[config.mk]
export PLATFORM = sky130hd
export DESIGN_NAME = turf_cin_autotrain
export DESIGN_NICKNAME = d
export VERILOG_FILES = /design/src/rtl/turf_autotrain_pkg.sv /design/src/rtl/turf_eye_finder.sv /design/src/rtl/turf_cin_autotrain.sv
export SDC_FILE = /design/constraint.sdc
export NUM_CORES = 1
export LEC_CHECK = 0
export CAP_MARGIN = 5
export CORE_UTILIZATION = 56
export CTS_CLUSTER_SIZE = 25
export DETAILED_ROUTE_END_ITERATION = 10
export PLACE_DENSITY = 0.77
export SYNTH_ARGS = -nofsm -noshare
export SYNTH_HDL_FRONTEND = slang
export SYNTH_HIERARCHICAL = 1
export SYNTH_SLANG_ARGS = --single-unit
[constraint.sdc]
create_clock -name sysclk_i -period 3.2 [get_ports sysclk_i]
set_input_delay 0.96 -clock sysclk_i [delete_from_list [all_inputs] [get_ports sysclk_i]]
set_output_delay 0.96 -clock sysclk_i [all_outputs]
set_load 0.005 [all_outputs]
[src/rtl/turf_autotrain_pkg.sv]
// Shared definitions for the TURF CIN autotrain sequencer.
// Contents: the FSM state enum, the fail-code constants, fixed timing
// constants and the nybble-rotation match helper.
package turf_autotrain_pkg;

  typedef enum logic [4:0] {
    S_IDLE,
    S_RST,
    S_WAIT,
    S_LOAD,
    S_SETTLE,
    S_DWELL,
    S_EVAL,
    S_CENTER,
    S_CLOAD,
    S_ASETTLE,
    S_CAPTURE,
    S_CAPWAIT,
    S_CHECK,
    S_SLIP,
    S_LOCK,
    S_DONE,
    S_FAIL
  } at_state_e;

  localparam logic [1:0] FAIL_NONE  = 2'd0;
  localparam logic [1:0] FAIL_NOEYE = 2'd1;
  localparam logic [1:0] FAIL_SLIP  = 2'd2;
  localparam logic [1:0] FAIL_LOCK  = 2'd3;

  localparam int RST_CYCLES      = 16;
  localparam int CAP_WAIT_CYCLES = 40;

  // True when word equals seq rotated left by any multiple of 4 bits.
  function automatic logic rot_match(input logic [31:0] word, input logic [31:0] seq);
    logic [63:0] dbl;
    logic        hit;
    dbl = {seq, seq};
    hit = 1'b0;
    for (int k = 0; k < 8; k++) begin
      if (dbl[63 - 4 * k -: 32] == word) begin
        hit = 1'b1;
      end
    end
    return hit;
  endfunction

endpackage

[src/rtl/turf_eye_finder.sv]
// Clean-run tracker for the IDELAY scan.
// Each eval_i presents one tap result (clean_i) in ascending tap order.
// A clean tap extends the open run; a dirty tap or the last tap closes it.
// A closed run replaces the best only if strictly longer, so on a tie the
// lowest start wins. No wrap-around from the last tap back to tap 0.
// Ports: clk_i/rst_n_i clock and async reset, clear_i restarts tracking,
// eval_i/clean_i/last_i/tap_i tap result, best_start_o/best_width_o result.
module turf_eye_finder
  import turf_autotrain_pkg::*;
(
  input  logic       clk_i,
  input  logic       rst_n_i,
  input  logic       clear_i,
  input  logic       eval_i,
  input  logic       clean_i,
  input  logic       last_i,
  input  logic [5:0] tap_i,
  output logic [5:0] best_start_o,
  output logic [6:0] best_width_o
);

  logic [5:0] run_start_q, run_start_d;
  logic [6:0] run_len_q, run_len_d;
  logic [5:0] best_start_q, best_start_d;
  logic [6:0] best_width_q, best_width_d;
  logic [5:0] cand_start_s;
  logic [6:0] cand_len_s;

  // Run/best bookkeeping for one evaluated tap.
  always_comb begin
    run_start_d  = run_start_q;
    run_len_d    = run_len_q;
    best_start_d = best_start_q;
    best_width_d = best_width_q;
    // The run start is latched at its first clean tap.
    cand_start_s = (run_len_q == 7'd0) ? tap_i : run_start_q;
    cand_len_s   = clean_i ? (run_len_q + 7'd1) : run_len_q;
    if (clear_i) begin
      run_start_d  = 6'd0;
      run_len_d    = 7'd0;
      best_start_d = 6'd0;
      best_width_d = 7'd0;
    end else if (eval_i) begin
      if (clean_i) begin
        run_start_d = cand_start_s;
        run_len_d   = cand_len_s;
      end else begin
        run_len_d = 7'd0;
      end
      if (!clean_i || last_i) begin
        if (cand_len_s > best_width_q) begin
          best_start_d = cand_start_s;
          best_width_d = cand_len_s;
        end else begin
          best_width_d = best_width_q;
        end
        run_len_d = 7'd0;
      end else begin
        best_width_d = best_width_q;
      end
    end else begin
      run_len_d = run_len_q;
    end
  end

  // Tracker state registers.
  always_ff @(posedge clk_i or negedge rst_n_i) begin
    if (!rst_n_i) begin
      run_start_q  <= 6'd0;
      run_len_q    <= 7'd0;
      best_start_q <= 6'd0;
      best_width_q <= 7'd0;
    end else begin
      run_start_q  <= run_start_d;
      run_len_q    <= run_len_d;
      best_start_q <= best_start_d;
      best_width_q <= best_width_d;
    end
  end

  assign best_start_o = best_start_q;
  assign best_width_o = best_width_q;

endmodule

[src/rtl/turf_cin_autotrain.sv]
// TURF CIN link autotrain sequencer (sysclk domain).
// On start_i: resets the capture path, scans IDELAY taps counting training
// bit errors, loads the centre of the widest clean eye, bitslips the ISERDES
// until the captured word is a nybble rotation of TRAIN_SEQUENCE, then
// requests command lock.
// Ports: sysclk_i/rst_n_i clock and async reset; start_i start request;
// idelay_load_o/idelay_value_o, iserdes_rst_o, iserdes_bitslip_o, sync_rst_o,
// capture_o link controls; capture_data_i/biterr_i/locked_i link status;
// lock_o lock request; busy_o/done_o/fail_o/fail_code_o status;
// eye_start_o/eye_width_o best eye; eye_map_o per-tap clean map.
// Optional macro TURF_AUTOTRAIN_EYEMAP_EN enables the eye map register;
// without it eye_map_o is tied to zero.
module turf_cin_autotrain
  import turf_autotrain_pkg::*;
#(
  parameter logic [31:0] TRAIN_SEQUENCE = 32'hA55A6996,
  parameter int          NUM_TAPS       = 32,
  parameter int          DWELL_CYCLES   = 1024,
  parameter int          SETTLE_CYCLES  = 16,
  parameter int          MIN_EYE        = 4,
  parameter int          MAX_SLIPS      = 8,
  parameter int          LOCK_TIMEOUT   = 4096
) (
  input  logic        sysclk_i,
  input  logic        rst_n_i,
  input  logic        start_i,
  output logic        idelay_load_o,
  output logic [5:0]  idelay_value_o,
  output logic        iserdes_rst_o,
  output logic        iserdes_bitslip_o,
  output logic        sync_rst_o,
  output logic        capture_o,
  input  logic [31:0] capture_data_i,
  input  logic        biterr_i,
  output logic        lock_o,
  input  logic        locked_i,
  output logic        busy_o,
  output logic        done_o,
  output logic        fail_o,
  output logic [1:0]  fail_code_o,
  output logic [5:0]  eye_start_o,
  output logic [6:0]  eye_width_o,
  output logic [31:0] eye_map_o
);

  at_state_e   state_q, state_d;
  logic [31:0] cnt_q, cnt_d;
  logic [5:0]  tap_q, tap_d;
  logic [7:0]  slip_q, slip_d;
  logic        err_q, err_d;
  logic [31:0] word_q, word_d;
  logic [5:0]  idv_q, idv_d;
  logic [1:0]  code_q, code_d;
  logic [5:0]  es_q, es_d;
  logic [6:0]  ew_q, ew_d;
  logic        busy_q, done_q, fail_q, lock_q;
  logic        rst_q, load_q, slip_pulse_q, cap_q;
  logic        clear_s, eval_s, last_s;
  logic [5:0]  best_start_s, center_s;
  logic [6:0]  best_width_s;

  assign last_s   = (tap_q == 6'(NUM_TAPS - 1));
  assign center_s = best_start_s + 6'((best_width_s - 7'd1) >> 1);

  turf_eye_finder u_eye (
    .clk_i        (sysclk_i),
    .rst_n_i      (rst_n_i),
    .clear_i      (clear_s),
    .eval_i       (eval_s),
    .clean_i      (!err_q),
    .last_i       (last_s),
    .tap_i        (tap_q),
    .best_start_o (best_start_s),
    .best_width_o (best_width_s)
  );

  // Sequencer next-state logic; cnt_d free-runs and is zeroed on each phase entry.
  always_comb begin
    state_d = state_q;
    cnt_d   = cnt_q + 32'd1;
    tap_d   = tap_q;
    slip_d  = slip_q;
    err_d   = err_q;
    word_d  = word_q;
    idv_d   = idv_q;
    code_d  = code_q;
    es_d    = es_q;
    ew_d    = ew_q;
    clear_s = 1'b0;
    eval_s  = 1'b0;
    case (state_q)
      S_IDLE, S_DONE, S_FAIL: begin
        if (start_i) begin
          state_d = S_RST;
          cnt_d   = 32'd0;
          slip_d  = 8'd0;
          code_d  = FAIL_NONE;
          es_d    = 6'd0;
          ew_d    = 7'd0;
          clear_s = 1'b1;
        end else begin
          cnt_d = cnt_q;
        end
      end
      S_RST: begin
        if (cnt_q == 32'(RST_CYCLES - 1)) begin
          state_d = S_WAIT;
          cnt_d   = 32'd0;
        end else begin
          state_d = S_RST;
        end
      end
      S_WAIT: begin
        if (cnt_q == 32'(SETTLE_CYCLES - 1)) begin
          state_d = S_LOAD;
          tap_d   = 6'd0;
          idv_d   = 6'd0;
        end else begin
          state_d = S_WAIT;
        end
      end
      S_LOAD: begin
        state_d = S_SETTLE;
        cnt_d   = 32'd0;
      end
      S_SETTLE: begin
        if (cnt_q == 32'(SETTLE_CYCLES - 1)) begin
          state_d = S_DWELL;
          cnt_d   = 32'd0;
          err_d   = 1'b0;
        end else begin
          state_d = S_SETTLE;
        end
      end
      S_DWELL: begin
        err_d = err_q | biterr_i;
        if (cnt_q == 32'(DWELL_CYCLES - 1)) begin
          state_d = S_EVAL;
        end else begin
          state_d = S_DWELL;
        end
      end
      S_EVAL: begin
        eval_s = 1'b1;
        if (last_s) begin
          state_d = S_CENTER;
        end else begin
          state_d = S_LOAD;
          tap_d   = tap_q + 6'd1;
          idv_d   = tap_q + 6'd1;
        end
      end
      S_CENTER: begin
        if (best_width_s < 7'(MIN_EYE)) begin
          state_d = S_FAIL;
          code_d  = FAIL_NOEYE;
        end else begin
          state_d = S_CLOAD;
          es_d    = best_start_s;
          ew_d    = best_width_s;
          idv_d   = center_s;
        end
      end
      S_CLOAD, S_SLIP: begin
        state_d = S_ASETTLE;
        cnt_d   = 32'd0;
      end
      S_ASETTLE: begin
        if (cnt_q == 32'(SETTLE_CYCLES - 1)) begin
          state_d = S_CAPTURE;
        end else begin
          state_d = S_ASETTLE;
        end
      end
      S_CAPTURE: begin
        state_d = S_CAPWAIT;
        cnt_d   = 32'd0;
      end
      S_CAPWAIT: begin
        if (cnt_q == 32'(CAP_WAIT_CYCLES - 1)) begin
          state_d = S_CHECK;
          word_d  = capture_data_i;
        end else begin
          state_d = S_CAPWAIT;
        end
      end
      S_CHECK: begin
        cnt_d = 32'd0;
        if (rot_match(word_q, TRAIN_SEQUENCE)) begin
          state_d = S_LOCK;
        end else if (slip_q == 8'(MAX_SLIPS)) begin
          state_d = S_FAIL;
          code_d  = FAIL_SLIP;
        end else begin
          state_d = S_SLIP;
          slip_d  = slip_q + 8'd1;
        end
      end
      S_LOCK: begin
        if (locked_i) begin
          state_d = S_DONE;
        end else if (cnt_q == 32'(LOCK_TIMEOUT - 1)) begin
          state_d = S_FAIL;
          code_d  = FAIL_LOCK;
        end else begin
          state_d = S_LOCK;
        end
      end
      default: begin
        state_d = S_IDLE;
      end
    endcase
  end

  // State, datapath and registered outputs decoded from the next state.
  always_ff @(posedge sysclk_i or negedge rst_n_i) begin
    if (!rst_n_i) begin
      state_q      <= S_IDLE;
      cnt_q        <= 32'd0;
      tap_q        <= 6'd0;
      slip_q       <= 8'd0;
      err_q        <= 1'b0;
      word_q       <= 32'd0;
      idv_q        <= 6'd0;
      code_q       <= FAIL_NONE;
      es_q         <= 6'd0;
      ew_q         <= 7'd0;
      busy_q       <= 1'b0;
      done_q       <= 1'b0;
      fail_q       <= 1'b0;
      lock_q       <= 1'b0;
      rst_q        <= 1'b0;
      load_q       <= 1'b0;
      slip_pulse_q <= 1'b0;
      cap_q        <= 1'b0;
    end else begin
      state_q      <= state_d;
      cnt_q        <= cnt_d;
      tap_q        <= tap_d;
      slip_q       <= slip_d;
      err_q        <= err_d;
      word_q       <= word_d;
      idv_q        <= idv_d;
      code_q       <= code_d;
      es_q         <= es_d;
      ew_q         <= ew_d;
      busy_q       <= !((state_d == S_IDLE) || (state_d == S_DONE) || (state_d == S_FAIL));
      done_q       <= (state_d == S_DONE);
      fail_q       <= (state_d == S_FAIL);
      lock_q       <= (state_d == S_LOCK) || (state_d == S_DONE);
      rst_q        <= (state_d == S_RST);
      load_q       <= (state_d == S_LOAD) || (state_d == S_CLOAD);
      slip_pulse_q <= (state_d == S_SLIP);
      cap_q        <= (state_d == S_CAPTURE);
    end
  end

`ifdef TURF_AUTOTRAIN_EYEMAP_EN
  logic [31:0] map_q, map_d;

  // Per-tap clean map, cleared on start and filled as each tap is evaluated.
  always_comb begin
    map_d = map_q;
    if (clear_s) begin
      map_d = 32'd0;
    end else if (eval_s && !err_q && (tap_q < 6'd32)) begin
      map_d[tap_q[4:0]] = 1'b1;
    end else begin
      map_d = map_q;
    end
  end

  // Eye map register.
  always_ff @(posedge sysclk_i or negedge rst_n_i) begin
    if (!rst_n_i) begin
      map_q <= 32'd0;
    end else begin
      map_q <= map_d;
    end
  end

  assign eye_map_o = map_q;
`else
  assign eye_map_o = 32'd0;
`endif

  assign idelay_load_o     = load_q;
  assign idelay_value_o    = idv_q;
  assign iserdes_rst_o     = rst_q;
  assign sync_rst_o        = rst_q;
  assign iserdes_bitslip_o = slip_pulse_q;
  assign capture_o         = cap_q;
  assign lock_o            = lock_q;
  assign busy_o            = busy_q;
  assign done_o            = done_q;
  assign fail_o            = fail_q;
  assign fail_code_o       = code_q;
  assign eye_start_o       = es_q;
  assign eye_width_o       = ew_q;

endmodule
Word-level counts from Yosys, hierarchy flattened
Index checks and enable logic that the tools add are counted.
{"block": "totals", "ff_bits": 139, "output_inout_bits": 62, "elab_cells": 182}
{"block": "op_classes", "add_sub_neg": 6, "magnitude_cmp": 2, "n_eq_ne": 50, "mux": 70, "n_bitwise": 1, "reduce_logical": 31}
{"operator": "31-bit by 32-bit == test with 1-bit output, first input constant", "n": 4}
{"operator": "32-bit == test, first input constant", "n": 4}
{"operator": "32-bit one-hot mux with 3 select lines", "n": 1}
{"operator": "6-bit two-way mux", "n": 13}
{"operator": "7-bit two-way mux", "n": 11}
{"operator": "5-bit one-hot mux with 14 select lines", "n": 1}
{"operator": "5-bit by 4-bit == test with 1-bit output, second input constant", "n": 13}
{"operator": "32-bit two-way mux", "n": 2}
{"operator": "32-bit by 1-bit adder with 32-bit output, second input constant", "n": 1}
{"operator": "32-bit by 10-bit == test with 1-bit output, second input constant", "n": 1}
{"operator": "32-bit by 12-bit == test with 1-bit output, second input constant", "n": 1}
{"operator": "32-bit by 4-bit == test with 1-bit output, second input constant", "n": 1}
{"operator": "32-bit by 6-bit == test with 1-bit output, second input constant", "n": 1}
{"operator": "5-bit two-way mux", "n": 6}
{"operator": "8-bit two-way mux", "n": 3}
{"operator": "6-bit one-hot mux with 2 select lines", "n": 2}
{"operator": "2-bit inequality test, second input constant", "n": 11}
{"operator": "5-bit by 3-bit == test with 1-bit output, second input constant", "n": 4}
{"operator": "2-bit two-way mux", "n": 9}
{"operator": "6-bit one-hot mux with 3 select lines", "n": 1}
{"operator": "8-bit one-hot mux with 2 select lines", "n": 1}
{"operator": "5-bit by 2-bit == test with 1-bit output, second input constant", "n": 3}
{"operator": "1-bit two-way mux", "n": 15}
{"operator": "7-bit one-hot mux with 2 select lines", "n": 1}
{"operator": "30 further kinds", "n": 50}

Depth between registers and ports, before layout
{"block": "logic_depth", "ltp_word": 16, "depth_mapped": 13}

Modules after synthesis
Netlist, hierarchy kept.
{"mod": "turf_cin_autotrain", "instances": 1, "cells_per_inst": 649, "area_each_um2": 6357.3, "seq_area_each_um2": 2827.7}
{"mod": "turf_eye_finder", "instances": 1, "cells_per_inst": 167, "area_each_um2": 1706.6, "seq_area_each_um2": 650.6}

Worst setup path before layout
No wires, ideal clock.
{"block": "synth_timing", "path_kind": "flip-flop to flip-flop", "start": "reg u_eye.best_width_q[5], in the netlist u_eye/best_width_o[5]", "end": "reg idv_q[2], in the netlist idelay_value_o[2]", "setup_ns": 0.125, "arrival_ns": 2.593, "t_required_ns": 3.075, "setup_slack_ns": 0.482, "stages_incl_launch_ff": 10, "path_buffers": 0, "path_cell_list": "dfrtp_1 or4_4 o2111ai_4 o221a_2 nand3_1 a311o_1 a31oi_4 nor2_4 inv_4 mux2_4"}
{"block": "synth_between", "elab_chain_len": 3}
{"item": "start: declaration", "line_no": "turf_eye_finder.sv:25", "rtl": "logic [6:0] best_width_q, best_width_d;"}
{"item": "start signal: assignment", "line_no": "turf_eye_finder.sv:77", "rtl": "best_width_q <= best_width_d;"}
{"item": "7-bit by 3-bit less-than comparator with 1-bit output", "line_no": "turf_cin_autotrain.sv:154", "rtl": "if (best_width_s < 7'(MIN_EYE)) begin"}
{"item": "2-bit inequality test (no line)"}
{"item": "4-bit AND reduction (no line)"}
{"item": "end signal: assignment", "line_no": "turf_cin_autotrain.sv:243", "rtl": "idv_q <= idv_d;"}
{"item": "end: declaration", "line_no": "turf_cin_autotrain.sv:52", "rtl": "logic [5:0] idv_q, idv_d;"}
Every way passes these cells.
A chain may end at the register's enable or synchronous reset.

Worst setup path in the final report
{"block": "layout_timing", "start": "reg err_q", "end": "reg u_eye.best_width_q[0], in the netlist u_eye/best_width_o[0]"}
{"block": "layout_between", "elab_chain_len": 5, "word_cells_on_any_way": 10, "cone_classes": "order compare: 1; mux: 5; reduce/logical: 4"}
{"item": "start: declaration", "line_no": "turf_cin_autotrain.sv:50", "rtl": "logic err_q, err_d;"}
{"item": "start signal: assignment", "line_no": "turf_cin_autotrain.sv:241", "rtl": "err_q <= err_d;"}
{"item": "branches (longest 5 deep; another with 7-bit > comparator)"}
Parallel ways; which one is timed is not known. The select of a mux whose other input is x is not followed.

==> metrics.md <==
| Metric | Value |
|---|---|
| Outcome | `complete, no violations` |
| Total of max-cap violations | `0` |
| Fin. max-slew vios | `0` |
| Post-Synth Simple-Gate Area | `0.218` |
| Total track usage | `0.269` |
| Pleak | `4.15 nW` |
| Core area | `14000 sq um` |
| Post-CTS setup buffers | `0` |
| Crit path required time | `3500 ps` |
| RSZ-0062 raised after global routing | `false` |
| Tmin final | `2980 ps` |
| FILL cells | `1071` |
| Clk sinks | `139` |
| Diodes inserted | `0` |
| Initial Utilization | `0.576` |
| Mapped cell area | `8060 sq um` |
| Placed Area | `8870 sq um` |
| Total Power | `5.38 mW` |
| Final #Nets | `948` |
| Initial DRT Pass Iterations | `5` |
| Final Cell Area | `9460 sq um` |
| First-pass GRT wire length | `31200 microns` |
| Top FF cell, synth | `dfrtp_1` |
| Layout cells sized above 1 | `0.133` |
| Hold WC Path Type | `in2async` |
| Reg2Reg Setup Slack | `220 ps` |
| Via Count | `6485` |
| Synthesis Warnings | `6` |
| Largest family of logic cells by synthesized area | `simple AND/OR/NAND/NOR gates` |
| Yosys reg bits | `139` |
| Worst Path Arrival | `3280 ps` |
| Via-per-instance ratio | `5.99` |
| Drt total wl | `18700 microns` |
| CTS max path bufs | `2` |
| Maximum vdd ir drop | `379 uV` |
| CP Max Fanout | `13` |
| Die X-Extent | `122 microns` |
| R2R Path End | `u_eye/best_width_o[0]` |
| Synth-to-Final Area Change | `17.3%` |
| Critical Path End Type | `register` |
| Compound-gate portion of the synthesized area | `0.141` |
| Syn avg cell area | `9.88 sq um` |
| Detailed Place HPWL | `13500 microns` |
| Critical Path Source | `err_q` |
| Overflow after GRT | `0` |
| DRT iter0 DRCs | `569` |
| Synth area leader | `dfrtp_1` |
| Unique masters post-synth | `82` |
| Initial antenna violation count | `0` |
| Die Ht | `122 microns` |
| PD cells | `569 nW/um^2` |
| Setup_tns | `0 ps` |
| Crit path kind | `reg2reg` |
| EDFF count, synth | `0` |
| Hold Slack | `478 ps` |
| Relative slew slack | `0.279` |
| Synth area leaders | `dfrtp_1, mux2_2, buf_4` |
| Root Buffer | `clkbuf_16` |
| Count of final setup violators | `0` |
| CTS tree | `built` |
| Area of the multi-input gates | `4190 sq um` |
| Fmax | `0.336 GHz` |
| Clock-pin slew on the worst setup and hold paths | `60 ps` |
| IO Port Bufs | `66` |
| Slew at the pin with the worst max-slew slack | `1070 ps` |
| Register area | `3480 sq um` |
| Top cell type's share of synthesized area | `0.431` |
| Fin. Hold Viols | `0` |
| Vias in the first global route | `6245` |
| Final GP Congestion | `0.926` |
| Worst setup SP type | `register` |
| Fraction of the mapped netlist area in adder cells | `0.0335` |
| Largest net degree at the start of global routing | `61` |
| FP Rows | `43` |
| Post-synthesis mux area share | `0.0694` |
| DRT antenna net count | `0` |
| H-Tree Depth | `4` |
| Clock Skew | `15.8 ps` |
| Sequential-to-total area share from yosys stat | `0.431` |
| Worst skew pair latency | `430 ps` |
| Wire per inst | `17.3 microns` |
| Period utilization | `0.930` |
| TritonCTS Buffers | `17` |
| DRC viols | `0` |
| Die area | `14900 sq um` |
| I/O pin cnt | `99` |
| Synth Instances | `816` |
| Origin of the critical flop-to-flop path | `err_q` |
| Fraction of registers with async set/reset | `1.00` |
| XOR/XNOR Fraction of Synth Area | `0.0413` |
| CP endpoint | `u_eye/best_width_o[0]` |
| Reg2Reg Depth | `9` |
-- cells in the mapped netlist, types with 7 or more instances --
| cell | instances |
|---|---|
| a211oi_1 | 8 |
| a21oi_1 | 34 |
| a31oi_1 | 9 |
| and3_1 | 21 |
| and4_1 | 8 |
| buf_4 | 34 |
| clkbuf_1 | 22 |
| dfrtp_1 | 139 |
| ha_1 | 20 |
| inv_1 | 35 |
| mux2_2 | 33 |
| mux2i_1 | 15 |
| nand2_1 | 63 |
| nand2b_1 | 17 |
| nand3_1 | 28 |
| nand4_1 | 12 |
| nor2_1 | 59 |
| nor3_1 | 18 |
| nor4_1 | 12 |
| nor4bb_1 | 14 |
| o21ai_0 | 34 |
| o21bai_1 | 7 |
| o31ai_1 | 9 |
| xnor2_1 | 15 |
| xor2_1 | 23 |
-- flip-flops by register name, summed over array words and instances (netlist names), 2 cells and up --
signal and count:
cnt_q 32, u_eye/run_len_q 7, word_q 32, tap_q 6, eye_width_o 7, u_eye/best_width_o 7
slip_q 8, eye_start_o 6, state_q 5, u_eye/run_start_q 6, idelay_value_o 6, fail_code_o 2
u_eye/best_start_o 6
-- worst min path at each step --
stage | from | end | slack (ps) | depth (start not counted)
2_1_floorplan | slip_q[0] | slip_q[0] | 470 | 1
3_3_place_gp | eye_start_o[3] | eye_start_o[3] | 470 | 2
3_5_place_dp | eye_width_o[0] | eye_width_o[0] | 470 | 2
4_1_cts | rst_n_i | cnt_q[20] | 480 | 1
5_1_grt | rst_n_i | word_q[0] | 510 | 1
6_report | rst_n_i | cnt_q[20] | 480 | 1
-- per-layer routing --
layer / wire length (microns) / vias to the layer above / GRT usage / share of wire
met4: 257 / 0 / 0.0957 / 0.014
met1: 8310 / 3206 / 0.360 / 0.44
met5: 0 / - / 0 / 0
li1: - / 3046 / - / -
met3: 979 / 20 / 0.0468 / 0.052
met2: 9180 / 213 / 0.437 / 0.49
-- through the flow --
step,setup slack [ps],util,instances
after detailed placement,-1.22,0.634,1051
after CTS,220,0.676,1083
after global routing,82.4,0.676,1083
after floorplan,482,-,847
final,224,0.676,1083
after global placement,55.0,0.634,1051
-- cells in the final DEF (no fill, tap or decap), types with 11 or more instances in the layout --
cell type	Yosys	routed
nand2b_1	17	17
nand2_1	63	63
inv_1	35	35
mux2i_1	15	15
dfrtp_1	139	139
and3_1	21	21
ha_1	20	20
mux2_2	33	33
nor3_1	18	18
nor4bb_1	14	14
xnor2_1	15	15
buf_4	34	22
nand4_1	12	12
conb_1	1	32
xor2_1	23	23
o21ai_0	34	33
clkdlybuf4s50_1	0	65
nand3_1	28	28
nor4_1	12	11
a21oi_1	34	34
clkbuf_16	0	17
nor2_1	59	59
-- critical path: stages (launching register included) --
cell and delay (ps):
dfrtp_1 400, inv_1 240, and4_4 310, a31oi_1 160, or2_2 340, ha_1 320, a21oi_1 140, o21a_1 290
a21o_4 290, mux2_1 350
-- power breakdown --
part	total, mW	switching (mW)	leakage, nW	internal (mW)
sequential	2.18	0.229	1.78	1.95
clock	1.94	0.766	0.280	1.17
combinational	1.26	0.693	2.09	0.569
-- cell type report --
type / instances / share of cell area
Sequential cell: 139 / 0.368
Inverter: 36 / 0.0146
Clock inverter: 13 / 0.0149
Tap cell: 180 / 0.0238
Multi-Input combinational cell: 607 / 0.443
Timing Repair Buffer: 89 / 0.0896
Clock buffer: 19 / 0.0468
-- logic make-up after synthesis --
| family | Yosys count |
|---|---|
| simple gates | 307 |
| other cells | 1 |
| mux | 51 |
| flops | 139 |
| buf+inv | 101 |
| xor+xnor | 38 |
| compound gates | 158 |
| fa+ha+maj | 21 |
-- what timing repair did --
action,in CTS,in global routing
setup endpoints to repair,0,3
resized for setup,0,1
hold buffers,0,0
Power figures use the tool's default switching activity.
